## src/rtl/imm_ext_arbiter.sv

```systemverilog
// -----------------------------------------------------------------------------
// imm_ext_arbiter
//
// Purpose:
//   Two-requester round-robin arbiter in front of a single immediate-extension
//   unit. The granted requester's immediate is extended (sign, zero or upper)
//   and placed in a one-entry output register. The result appears one cycle
//   after acceptance. The output register can be refilled in the same cycle
//   that the consumer drains it, which gives one result per cycle.
//
// Parameters:
//   IN_WIDTH   immediate field width (default 16)
//   OUT_WIDTH  extended result width (default 32), must exceed IN_WIDTH
//
// Ports:
//   clk, rst_n                   clock, asynchronous active-low reset
//   Req0Valid/Imm/Mode/Ready     requester 0 (decode) handshake and payload
//   Req1Valid/Imm/Mode/Ready     requester 1 (branch/address) handshake
//   RespValid/Data/Id/Ready      response handshake towards the consumer
//
// Mode encoding: 00 sign, 01 zero, 10 upper (LUI), 11 reserved (as sign).
//
// Configuration:
//   IMM_EXT_LUI_EN  when defined, mode 10 produces {Imm, zeros}. This applies
//                   only if OUT_WIDTH >= 2*IN_WIDTH. Otherwise, and in the
//                   default build, mode 10 behaves as sign extension.
// -----------------------------------------------------------------------------
module imm_ext_arbiter #(
    parameter int IN_WIDTH  = 16,
    parameter int OUT_WIDTH = 32
) (
    input  logic                 clk,
    input  logic                 rst_n,

    input  logic                 Req0Valid,
    input  logic [IN_WIDTH-1:0]  Req0Imm,
    input  logic [1:0]           Req0Mode,
    output logic                 Req0Ready,

    input  logic                 Req1Valid,
    input  logic [IN_WIDTH-1:0]  Req1Imm,
    input  logic [1:0]           Req1Mode,
    output logic                 Req1Ready,

    output logic                 RespValid,
    output logic [OUT_WIDTH-1:0] RespData,
    output logic                 RespId,
    input  logic                 RespReady
);

    // Output register occupancy.
    localparam logic [0:0] ST_IDLE = 1'b0;
    localparam logic [0:0] ST_HOLD = 1'b1;

    localparam int EXT_W = OUT_WIDTH - IN_WIDTH;

`ifdef IMM_EXT_LUI_EN
    // The upper shift is only meaningful when the whole immediate fits above
    // a zero field at least as wide as itself.
    localparam bit LUI_OK = (OUT_WIDTH >= 2 * IN_WIDTH);
`endif

    // -------------------------------------------------------------------------
    // Extension function: sign extension is the fallback for every mode that
    // is not explicitly handled (reserved, and upper when disabled).
    // -------------------------------------------------------------------------
    function automatic logic [OUT_WIDTH-1:0] ext_imm(
        input logic [IN_WIDTH-1:0] imm,
        input logic [1:0]          mode
    );
        logic [OUT_WIDTH-1:0] r;
        r = {{EXT_W{imm[IN_WIDTH-1]}}, imm};
        case (mode)
            2'b01: r = {{EXT_W{1'b0}}, imm};
`ifdef IMM_EXT_LUI_EN
            2'b10: begin
                if (LUI_OK) begin
                    r = {imm, {EXT_W{1'b0}}};
                end
            end
`endif
            default: begin
            end
        endcase
        return r;
    endfunction

    // -------------------------------------------------------------------------
    // State
    // -------------------------------------------------------------------------
    logic [0:0]           state_q, state_d;
    logic                 ptr_q, ptr_d;
    logic [OUT_WIDTH-1:0] resp_data_q, resp_data_d;
    logic                 resp_id_q, resp_id_d;

    // -------------------------------------------------------------------------
    // Arbitration
    // -------------------------------------------------------------------------
    logic gnt0;
    logic gnt1;
    logic can_load;
    logic acc0;
    logic acc1;

    // A lone requester always wins. On contention, the pointer picks the
    // winner, so the two grants are mutually exclusive by construction.
    assign gnt0 = Req0Valid & (~Req1Valid | ~ptr_q);
    assign gnt1 = Req1Valid & (~Req0Valid | ptr_q);

    // The register can take a new result when it is empty, or when it is
    // being drained in this same cycle.
    assign can_load = (state_q == ST_IDLE) | RespReady;

    // rst_n gates the readies, so no handshake completes while reset is asserted.
    assign Req0Ready = rst_n & gnt0 & can_load;
    assign Req1Ready = rst_n & gnt1 & can_load;

    assign acc0 = Req0Valid & Req0Ready;
    assign acc1 = Req1Valid & Req1Ready;

    // -------------------------------------------------------------------------
    // Next-state logic
    // -------------------------------------------------------------------------
    always_comb begin
        state_d     = state_q;
        ptr_d       = ptr_q;
        resp_data_d = resp_data_q;
        resp_id_d   = resp_id_q;

        if (acc0) begin
            state_d     = ST_HOLD;
            resp_data_d = ext_imm(Req0Imm, Req0Mode);
            resp_id_d   = 1'b0;
            ptr_d       = 1'b1;
        end else if (acc1) begin
            state_d     = ST_HOLD;
            resp_data_d = ext_imm(Req1Imm, Req1Mode);
            resp_id_d   = 1'b1;
            ptr_d       = 1'b0;
        end else if ((state_q == ST_HOLD) && RespReady) begin
            // Drained with no refill: data and id keep their last value.
            state_d = ST_IDLE;
        end
    end

    // -------------------------------------------------------------------------
    // Registers
    // -------------------------------------------------------------------------
    always_ff @(posedge clk or negedge rst_n) begin
        if (!rst_n) begin
            state_q     <= ST_IDLE;
            ptr_q       <= 1'b0;
            resp_data_q <= '0;
            resp_id_q   <= 1'b0;
        end else begin
            state_q     <= state_d;
            ptr_q       <= ptr_d;
            resp_data_q <= resp_data_d;
            resp_id_q   <= resp_id_d;
        end
    end

    // -------------------------------------------------------------------------
    // Outputs
    // -------------------------------------------------------------------------
    assign RespValid = (state_q == ST_HOLD);
    assign RespData  = resp_data_q;
    assign RespId    = resp_id_q;

endmodule

```

## config.mk

```make
export PLATFORM = sky130hd
export DESIGN_NAME = imm_ext_arbiter
export DESIGN_NICKNAME = d
export VERILOG_FILES = /design/src/rtl/imm_ext_arbiter.sv
export SDC_FILE = /design/constraint.sdc
export NUM_CORES = 1
export LEC_CHECK = 0
export ABC_CLOCK_PERIOD_IN_PS = 1400
export CORE_ASPECT_RATIO = 0.5
export CORE_UTILIZATION = 34
export CTS_CLUSTER_SIZE = 24
export DETAILED_ROUTE_END_ITERATION = 10
export PLACE_DENSITY = 0.78
export SETUP_SLACK_MARGIN = 0.1
export SLEW_MARGIN = 20
export SYNTH_ARGS = -nofsm -noshare
export SYNTH_HDL_FRONTEND = slang
export SYNTH_SLANG_ARGS = --single-unit
```

## constraint.sdc

```tcl
create_clock -name clk -period 1.4 [get_ports clk]
set_input_delay 0.28 -clock clk [delete_from_list [all_inputs] [get_ports clk]]
set_output_delay 0.28 -clock clk [all_outputs]
set_load 0.01 [all_outputs]
```

==> summary.md, run 1 <==
| Metric | Value |
|---|---|
| Run status | finished with violations |
| Violated checks | negative setup slack |
| Worst-path clk slew | 0.07 ns |
| Crit start category | flip-flop |
| Max frequency | 0.6812 GHz |
| Final setup viols | 9 |
| Hold-fix buffer count after cts | 0 |
| Leak pwr | 0.9759 nW |
| Die Y | 41.76 um |
| DRT iter0 DRCs | 27 |
| Post-synth top area cell | dfrtp_1 |
| Area Growth Syn to Fin | 81.37% |
| Total Nets Final | 224 |
| PortBufs | 76 |
| Final slew viol count | 0 |
| Die Area | 3403 um2 |
| Most common cell in the netlist | dfrtp_1 |
| Clock buffer depth | 2 |
| Vias in the first global route | 1,075 |
| Synth Cell Area | 1075 um2 |
| FFs w/ async S/R, synth | 100.0% |
| First-pass GRT wire length | 5257 um |
| RSZ-0062 raised after global routing | true |
| Area of the multi-input gates | 456.7 um2 |
| CP Data Arrival Time | 1.19 ns |
| Register area | 503.0 um2 |
| Skew final | 0.004085 ns |
| Synth warn | 0 |
| Final Power | 2.257 mW |
| Ratio of cells with drive above 1 in the final layout | 29.12% |
| Max rail drop VDD | 0.6250 mV |
| Slew margin rel. | 77.76% |
| Routed Wire Length | 3270 um |
| Fin crit share | 104.9% |
| CP max FO | 3 |
| Routed Antenna Nets | 0 |
| Nature of the critical path endpoint | output port |
| Post-synthesis instance total | 106 |
| Final hold viol count | 0 |
| Vias/cell | 4.676 |
| Power per cell area | 1158 nW/um2 |
| Post-DP HPWL | 1978 um |
| Tmin final | 1.468 ns |
| # DRC | 0 |
| Placer Congestion | 0.7357 |
| Commonest cells post-synth | dfrtp_1 (20), mux2i_1 (17), a21oi_1 (16), nor2_1 (16), buf_4 (15) |
| DR vias | 1,024 |
| Gr usage total | 21.33% |
| Core Area | 2798 um2 |
| Clk root buf | clkbuf_8 |
| Placement Rows | 13 |
| Worst min-delay path class | in -> async |
| Clk_lat worst skew | 0.26 ns |
| Main synth FF type | dfrtp_1 |
| WL met1 | 1387 um |
| Ports | 77 |
| Number of synthesized flops with an enable pin | 0 |
| Diode count | 0 |
| Avg WL per Cell | 14.93 um |
| Distinct cell type count of the synthesized netlist | 19 |
| Clock sinks | 20 |
| Worst hold slack | 0.2979 ns |
| Setup ws final | -0.06796 ns |
| Total CTS buffers | 3 |
| Avg Inst Size Synth | 10.14 um2 |
| Seq cells post-synth | 20 |
| Critical Path RT | 1.12 ns |
| Initial Utilization | 38.42% |
| Crit Path Class | reg -> out |
| Initial antenna violation count | 0 |
| DP Worst Slack | -0.5051 ns |
| Largest net degree at the start of global routing | 18 |
| DRT Pass-1 Iters | 4 |
| Layout fillers | 212 |
| Die width | 81.51 um |
| CTS tree | done |
| Overflow after GRT | 0 |
| Met3 WL | 139 um |
| Htree depth | 1 |
| Worst-Margin Slew | 0.3321 ns |
| Max-cap viol count | 0 |
| Top cell type's share of synthesized area | 46.57% |
| Synth area leaders | dfrtp_1 (47%), mux2i_1 (16%), buf_4 (10%) |
| Met2 routed WL | 1670 um |
| Post-synthesis net count | 147 |
| DR top layer | met4 |
| Seq/Total Area, Yosys | 46.57% |
## flip-flops by register name, summed over array words and instances, names as in the netlist
signal,flops
RespId,1
ptr_q,1
RespValid,1
RespData,17
## metrics by stage
stage | setup TNS (ns) | instances | area [um2] | utilization, %
finish | -0.1360 | 219 | 1949 | 69.68
floorplan | 0 | 106 | 1081 | -
global placement | -9.111 | 205 | 1774 | 63.42
global route | -0.8976 | 219 | 1949 | 69.68
CTS | -0.03862 | 218 | 1899 | 67.89
detailed placement | -9.890 | 205 | 1774 | 63.42
## routing by layer
layer / vias up / GRT usage (%)
met2: 31 / 36.33
met4: 0 / 10.71
li1: 492 / -
met1: 494 / 24.55
met5: - / 0
met3: 7 / 5.714
## worst paths after layout
kind	depth (start not counted)	end	slack, ns	start
max in group asynchronous	2	RespData[30]	0.94	rst_n
min in group clk	1	RespId	0.52	RespId
setup / recovery	3	Req1Ready	-0.07	ptr_q
hold / removal	2	RespData[5]	0.30	rst_n
hold reg to reg	1	RespId	0.52	RespId
setup reg to reg	5	RespData[1]	-0.03	ptr_q
## cells by family (layout without fill, tap and decap cells)
family                 after synthesis  count (layout)  synth area share, %
multiplexers                        18              18                16.88
flip-flops                          20              20                46.57
AO/OA/AOI/OAI                       21              21                11.18
buffers and inverters               25             101                16.41
AND/OR/NAND/NOR                     22              22                8.964
## where the power goes
part | switching [mW] | leakage [nW] | internal (mW)
sequential | 0.0964 | 0.224 | 0.734
clock | 0.185 | 0.0288 | 0.250
combinational | 0.447 | 0.723 | 0.544
total | 0.728 | 0.976 | 1.53
## cell type report
cell class	instances	area share, %
tap	37	2.375
inverter	5	0.9628
clock buffer	4	2.824
multi-input combinational	61	23.43
timing repair buffer	92	44.61
sequential	20	25.80
## critical path, cell delays in order, from the launching register on
cell and delay (ns):
dfrtp_2 0.45, o2111ai_4 0.26, inv_2 0.09, buf_6 0.13
## placed cells by master (no fill, tap or decap), drive strengths merged
cell           count
a21oi             16
buf               33
clkbuf             5
clkdlybuf4s50     36
dfrtp             20
dlygate4sd2       22
inv                5
mux2               1
mux2i             17
nand2              4
nand2b             1
nand4              1
nor2              16
o2111ai            1
o211ai             1
o21a               1
o21ai              2
## timing repair
action / CTS / global route
gates resized for setup: 115 / 6
endpoints found under the setup margin: 54 / 19
buffers inserted: 7 / 0
cloned: 2 / 1
pin swaps: 4 / 8
(Power assumes the default switching activity.)
==> run 2: changes to the inputs <==
--- a/config.mk
+++ b/config.mk
@@ -5,7 +5,6 @@
 export SDC_FILE = /design/constraint.sdc
 export NUM_CORES = 1
 export LEC_CHECK = 0
-export ABC_CLOCK_PERIOD_IN_PS = 1400
 export CORE_ASPECT_RATIO = 0.5
 export CORE_UTILIZATION = 34
 export CTS_CLUSTER_SIZE = 24
==> results of run 2 <==
Same layout as run 1: the final DEF is identical, and so are final timing and power.
==> run 3: changes to the inputs <==
--- a/config.mk
+++ b/config.mk
@@ -5,9 +5,10 @@
 export SDC_FILE = /design/constraint.sdc
 export NUM_CORES = 1
 export LEC_CHECK = 0
+export CAP_MARGIN = 10
 export CORE_ASPECT_RATIO = 0.5
 export CORE_UTILIZATION = 34
-export CTS_CLUSTER_SIZE = 24
+export CTS_CLUSTER_SIZE = 8
 export DETAILED_ROUTE_END_ITERATION = 10
 export PLACE_DENSITY = 0.78
 export SETUP_SLACK_MARGIN = 0.1
==> results of run 3 <==
Same layout as run 1: the final DEF is identical, and so are final timing and power.
==> RTL change 1, RTL diff (settings of run 1) <==
Build with the macro `IMM_EXT_LUI_EN` defined.
--- a/src/rtl/imm_ext_arbiter.sv
+++ b/src/rtl/imm_ext_arbiter.sv
@@ -25,6 +25,8 @@
 //                   only if OUT_WIDTH >= 2*IN_WIDTH. Otherwise, and in the
 //                   default build, mode 10 behaves as sign extension.
 // -----------------------------------------------------------------------------
+`define IMM_EXT_LUI_EN
+
 module imm_ext_arbiter #(
     parameter int IN_WIDTH  = 16,
     parameter int OUT_WIDTH = 32
Function: changed (Yosys sat finds a counterexample within 4 cycles, from zero or initial values and one cycle with rst_n low).
==> RTL change 1 against run 1 <==
- the run ends with DRC, setup timing left
- sequential cell count rose by 15
- first-iteration DRC count grew to 18 times the old value
- power grew 100%
- routed wire length grew to 3.5 times the old value
- final area grew 110%
- setup slack worse by 0.22 ns
- cell count up 86%
- area after synthesis up 90%
- largest cell class is now multi-input gates
- largest power group unchanged
==> RTL change 1: results <==
[clock_tree]
cts-root-buf = clkbuf_16
clk_latency_ns = 0.30
h-tree-depth = 2
cts_buffers = 5

[final_layout]
drive_gt1_share_pct = 42.9
seq-cell-share_pct = 21.4
multi_input_area_sq_um = 1450
buffers = 128
inv_count = 40
clkCellAreaFrac_pct = 3.36
final_nets = 377
nonClkBufAreaFrac_pct = 33.8
largest_reg_flops = 32
multi_input_gates = 122
nClkBuffers = 7
nFillCells = 294
antenna_cells = 1

[grt]
grt_max_degree = 37
grt_pass1_vias = 2702
antenna_found_initial = 0
grtUsageTotal_pct = 32.8
grt_pass1_wl_um = 15500

[timing]
worst_slew_pin_slew_ns = 0.519
setup_viol = 35
final.setup.tns_ns = -6.45
fin_ws_ns = -0.286
finalHoldViolations = 0
fin_skew_ns = 0.00738

[logic_synthesis]
ys_ff_latch = 35
yosysSeqAreaShare_pct = 43.0
syn-num-nets = 263
synth.distinct_cells = 27
synthArstFlopShare_pct = 100
yosys-top-cells-area = dfrtp_1 43%, o221ai_1 9.5%, a21oi_1 7.4%
synth_common_cells = 39 x inv_1, 35 x dfrtp_1, 30 x a21oi_1
synth_top_flop_cell = dfrtp_1
synth_area_per_cell_sq_um = 9.35

[placement]
dp_hpwl_um = 4990
dp_slack_ns = -0.798
gp_congestion = 0.834
dp.cells = 371
port-buffer-count = 76

[setup_path]
slowest_delay_ns = 0.61
cp.arrival_ns = 1.90
crit_slowest_cell = or4_4
cp_max_fo = 8

[run_status]
violations = DRC, setup timing
outcome = complete, but fails checks

[job]
drv_cap = 0

[pwr]
swShare_pct = 37.1
p_leak_nw = 1.77
ir_drop_mv = 0.661

[routing]
avgRoutedWirePerCell_um = 28.2
drtIter0Drc = 475
drcViolationCount = 4
vias = 2750
routed_wl_um = 11500
firstDrtPassIters = 9

[hold_path]
hp-class = input pin to async pin
## RTL change 1: cell families after synthesis
kind of cell    after synthesis  share of synthesized area, %
compound gates               83                          31.5
fa+ha+maj                     4                          2.46
buf+inv                      61                          12.4
flops                        35                          43.0
simple gates                 35                          10.7
## RTL change 1: power by group through the flow
stage	Clock (mW)	Sequential (mW)	Combinational, mW
floorplan	0	1.43	0.522
finish	1.15	1.39	1.99
global route	1.19	1.39	2.05
global placement	0	1.35	1.34
CTS	1.08	1.36	1.57
detailed placement	0	1.36	1.37
## RTL change 1: what timing repair did
item	in CTS	in global routing
pin swaps	9	10
hold buffers	0	0
setup buffers	8	11
cloned	5	5
endpoints found under the setup margin	69	42
gates resized for setup	127	50
## RTL change 1: through the flow
stage | cell area [sq um] | power [mW]
floorplan | 2150 | 1.95
global placement | 3090 | 2.70
detailed placement | 3090 | 2.73
CTS | 3690 | 4.00
global route | 4100 | 4.64
finish | 4100 | 4.53
## RTL change 1: per-layer routing
layer  global-route usage, %  vias to the layer above  share of wire, %
met2                    53.1                      259                43
met1                    38.8                     1349                37
met5                       0                        -                 0
met3                    10.9                       93                13
li1                        -                     1049                 -
met4                    18.1                        0               7.1
## RTL change 1: path summary, 6_finish.rpt
check	from	endpoint	slack, ns	depth (start not counted)
worst max-delay path	ptr_q	RespData[1]	-0.29	5
worst min-delay path	rst_n	RespData[31]	0.22	3
worst max register to register	ptr_q	RespData[1]	-0.29	5
worst min register to register	RespId	RespId	0.53	1
max in group asynchronous	rst_n	RespData[20]	0.79	3
min in group clk	rst_n	ptr_q	0.42	4
## RTL change 1: critical path: cells and delay by family (launching register included)
kind	cells	cell delay (ns)
buffers and inverters	2	0.31
AO/OA/AOI/OAI	1	0.19
flip-flops	1	0.40
AND/OR/NAND/NOR	2	0.69
==> RTL change 2, RTL diff (flow settings as in run 1) <==
Made on the original files. Take the reset off `resp_data_q` and load it in a clocked block of its own.
--- a/src/rtl/imm_ext_arbiter.sv
+++ b/src/rtl/imm_ext_arbiter.sv
@@ -150,14 +150,16 @@
         if (!rst_n) begin
             state_q     <= ST_IDLE;
             ptr_q       <= 1'b0;
-            resp_data_q <= '0;
             resp_id_q   <= 1'b0;
         end else begin
             state_q     <= state_d;
             ptr_q       <= ptr_d;
-            resp_data_q <= resp_data_d;
             resp_id_q   <= resp_id_d;
         end
+    end
+
+    always_ff @(posedge clk) begin
+        resp_data_q <= resp_data_d;
     end
 
     // -------------------------------------------------------------------------
Formal check against the unedited RTL: differs if rst_n is asserted again (counterexample within 4 cycles, from zero or initial values and one cycle with rst_n low); with rst_n held inactive, the same outputs for 10 cycles.
==> RTL change 2 against run 1 <==
- the run still ends with setup timing left
- clock skew about the same
- critical path depth increased by 1
- setup slack got worse by 0.011 ns
- area after synthesis decreased by 4.1%
- cell count decreased by 15%
- power decreased by 16%
- final area decreased by 1.3%
- register-to-register slack got worse by 0.05 ns
- synthesized cell count decreased by 35%
- routed wire length decreased by 12%
- sequential cell count unchanged
- first-iteration DRC count increased by 3.7%
- core utilization increased by 0.74 points
- maximum frequency decreased by 0.72%
- largest cell class unchanged
- largest power group is now sequential cells
==> RTL change 2: results <==
[timing]
setup_viol = 35
worst_slew_pin_slew_ns = 0.282
fin_ws_ns = -0.0785
fin_skew_ns = 0.00412

[placement]
placement.cell_area_sq_um = 1770
dp.cells = 171
dp_hpwl_um = 1740

[run_status]
outcome = complete, but fails checks
violations = setup timing

[pwr]
ir_drop_mv = 0.515
p_leak_nw = 0.860
swShare_pct = 26.8

[grt]
use_met2_pct = 32.9
grtUsageTotal_pct = 16.1
grt_pass1_vias = 738
use_met3_pct = 3.56

[logic_synthesis]
synth.distinct_cells = 16
yosysSeqAreaShare_pct = 56.8
synth_top_flop_cell = edfxtp_1
synth_common_cells = 17 x edfxtp_1, 15 x buf_4, 8 x mux2_2, 8 x mux2_4, 6 x inv_1
synthArstFlopShare_pct = 15.0
synth_edf_count = 17
yosys-top-cells-area = edfxtp_1 50%, mux2_4 12%, buf_4 11%
syn-num-nets = 110
synth_cells = 69

[final_layout]
nFillCells = 191
final_nets = 191
drive_gt1_share_pct = 41.6

[setup_path]
cp_max_fo = 6
cp.arrival_ns = 1.49

[routing]
vias = 819
viasPerCell = 4.40
routed_wl_um = 2860
[RTL change 2: routing by layer]
layer,up-vias,routed length (um)
met5,-,0
met4,0,46
met3,4,176
met2,36,1580
met1,386,1060
li1,393,-
[RTL change 2: timing repair]
item / CTS / global route
cloned: 2 / 1
setup endpoints to repair: 69 / 36
gates resized for setup: 105 / 6
endpoints found under the hold margin: 0 / 0
buffers inserted: 4 / 4
pin swaps: 3 / 1
[RTL change 2: power by group through the flow]
stage                     logic (mW)  clock network, mW  registers, mW
after global placement         0.595                  0          0.798
after global routing           0.702              0.463          0.796
final                          0.662              0.438          0.789
after CTS                      0.606              0.441          0.783
after floorplan                0.254                  0          0.834
after detailed placement       0.602                  0          0.801
[RTL change 2: stage by stage]
stage	TNS [ns]	util, %	power [mW]	setup slack (ns)
floorplan	-0.270	-	1.09	-0.0337
global placement	-13.83	64.6	1.39	-0.479
detailed placement	-15.32	64.6	1.40	-0.507
CTS	-1.25	67.9	1.83	-0.0684
global route	-3.03	70.4	1.96	-0.113
finish	-1.67	70.4	1.89	-0.0785
[RTL change 2: kinds of logic (layout without fill, tap and decap cells)]
group	after synthesis	in the layout	share of synthesized area, %
compound gates	5	5	3.03
simple gates	5	7	4.61
mux	17	17	21.4
flops	20	20	56.8
buf+inv	22	100	14.2
[RTL change 2: layout make-up]
type | instances | area [sq um] | area share, %
multi-input combinational | 29 | 379 | 19.7
sequential | 20 | 587 | 30.5
timing repair buffer | 90 | 832 | 43.2
clock buffer | 4 | 55.1 | 2.86
inverter | 6 | 25.0 | 1.30
tap | 37 | 46.3 | 2.41
[RTL change 2: path summary, 6_finish.rpt]
| kind | cells after the start | slack (ns) | start | endpoint |
|---|---|---|---|---|
| setup / recovery | 4 | -0.08 | ptr_q | RespData[10] |
| hold reg to reg | 2 | 0.52 | RespId | RespId |
| min in group clk | 2 | 0.52 | RespId | RespId |
| hold / removal | 2 | 0.24 | rst_n | RespId |
| max in group asynchronous | 2 | 1.05 | rst_n | ptr_q |
| setup reg to reg | 4 | -0.08 | ptr_q | RespData[10] |
[RTL change 2: worst reg2reg max path, stage by stage (launching register included)]
cell,delay (ns)
dfrtp_2,0.44
nand2_2,0.10
nand4_4,0.18
clkbuf_16,0.23
mux2_4,0.29
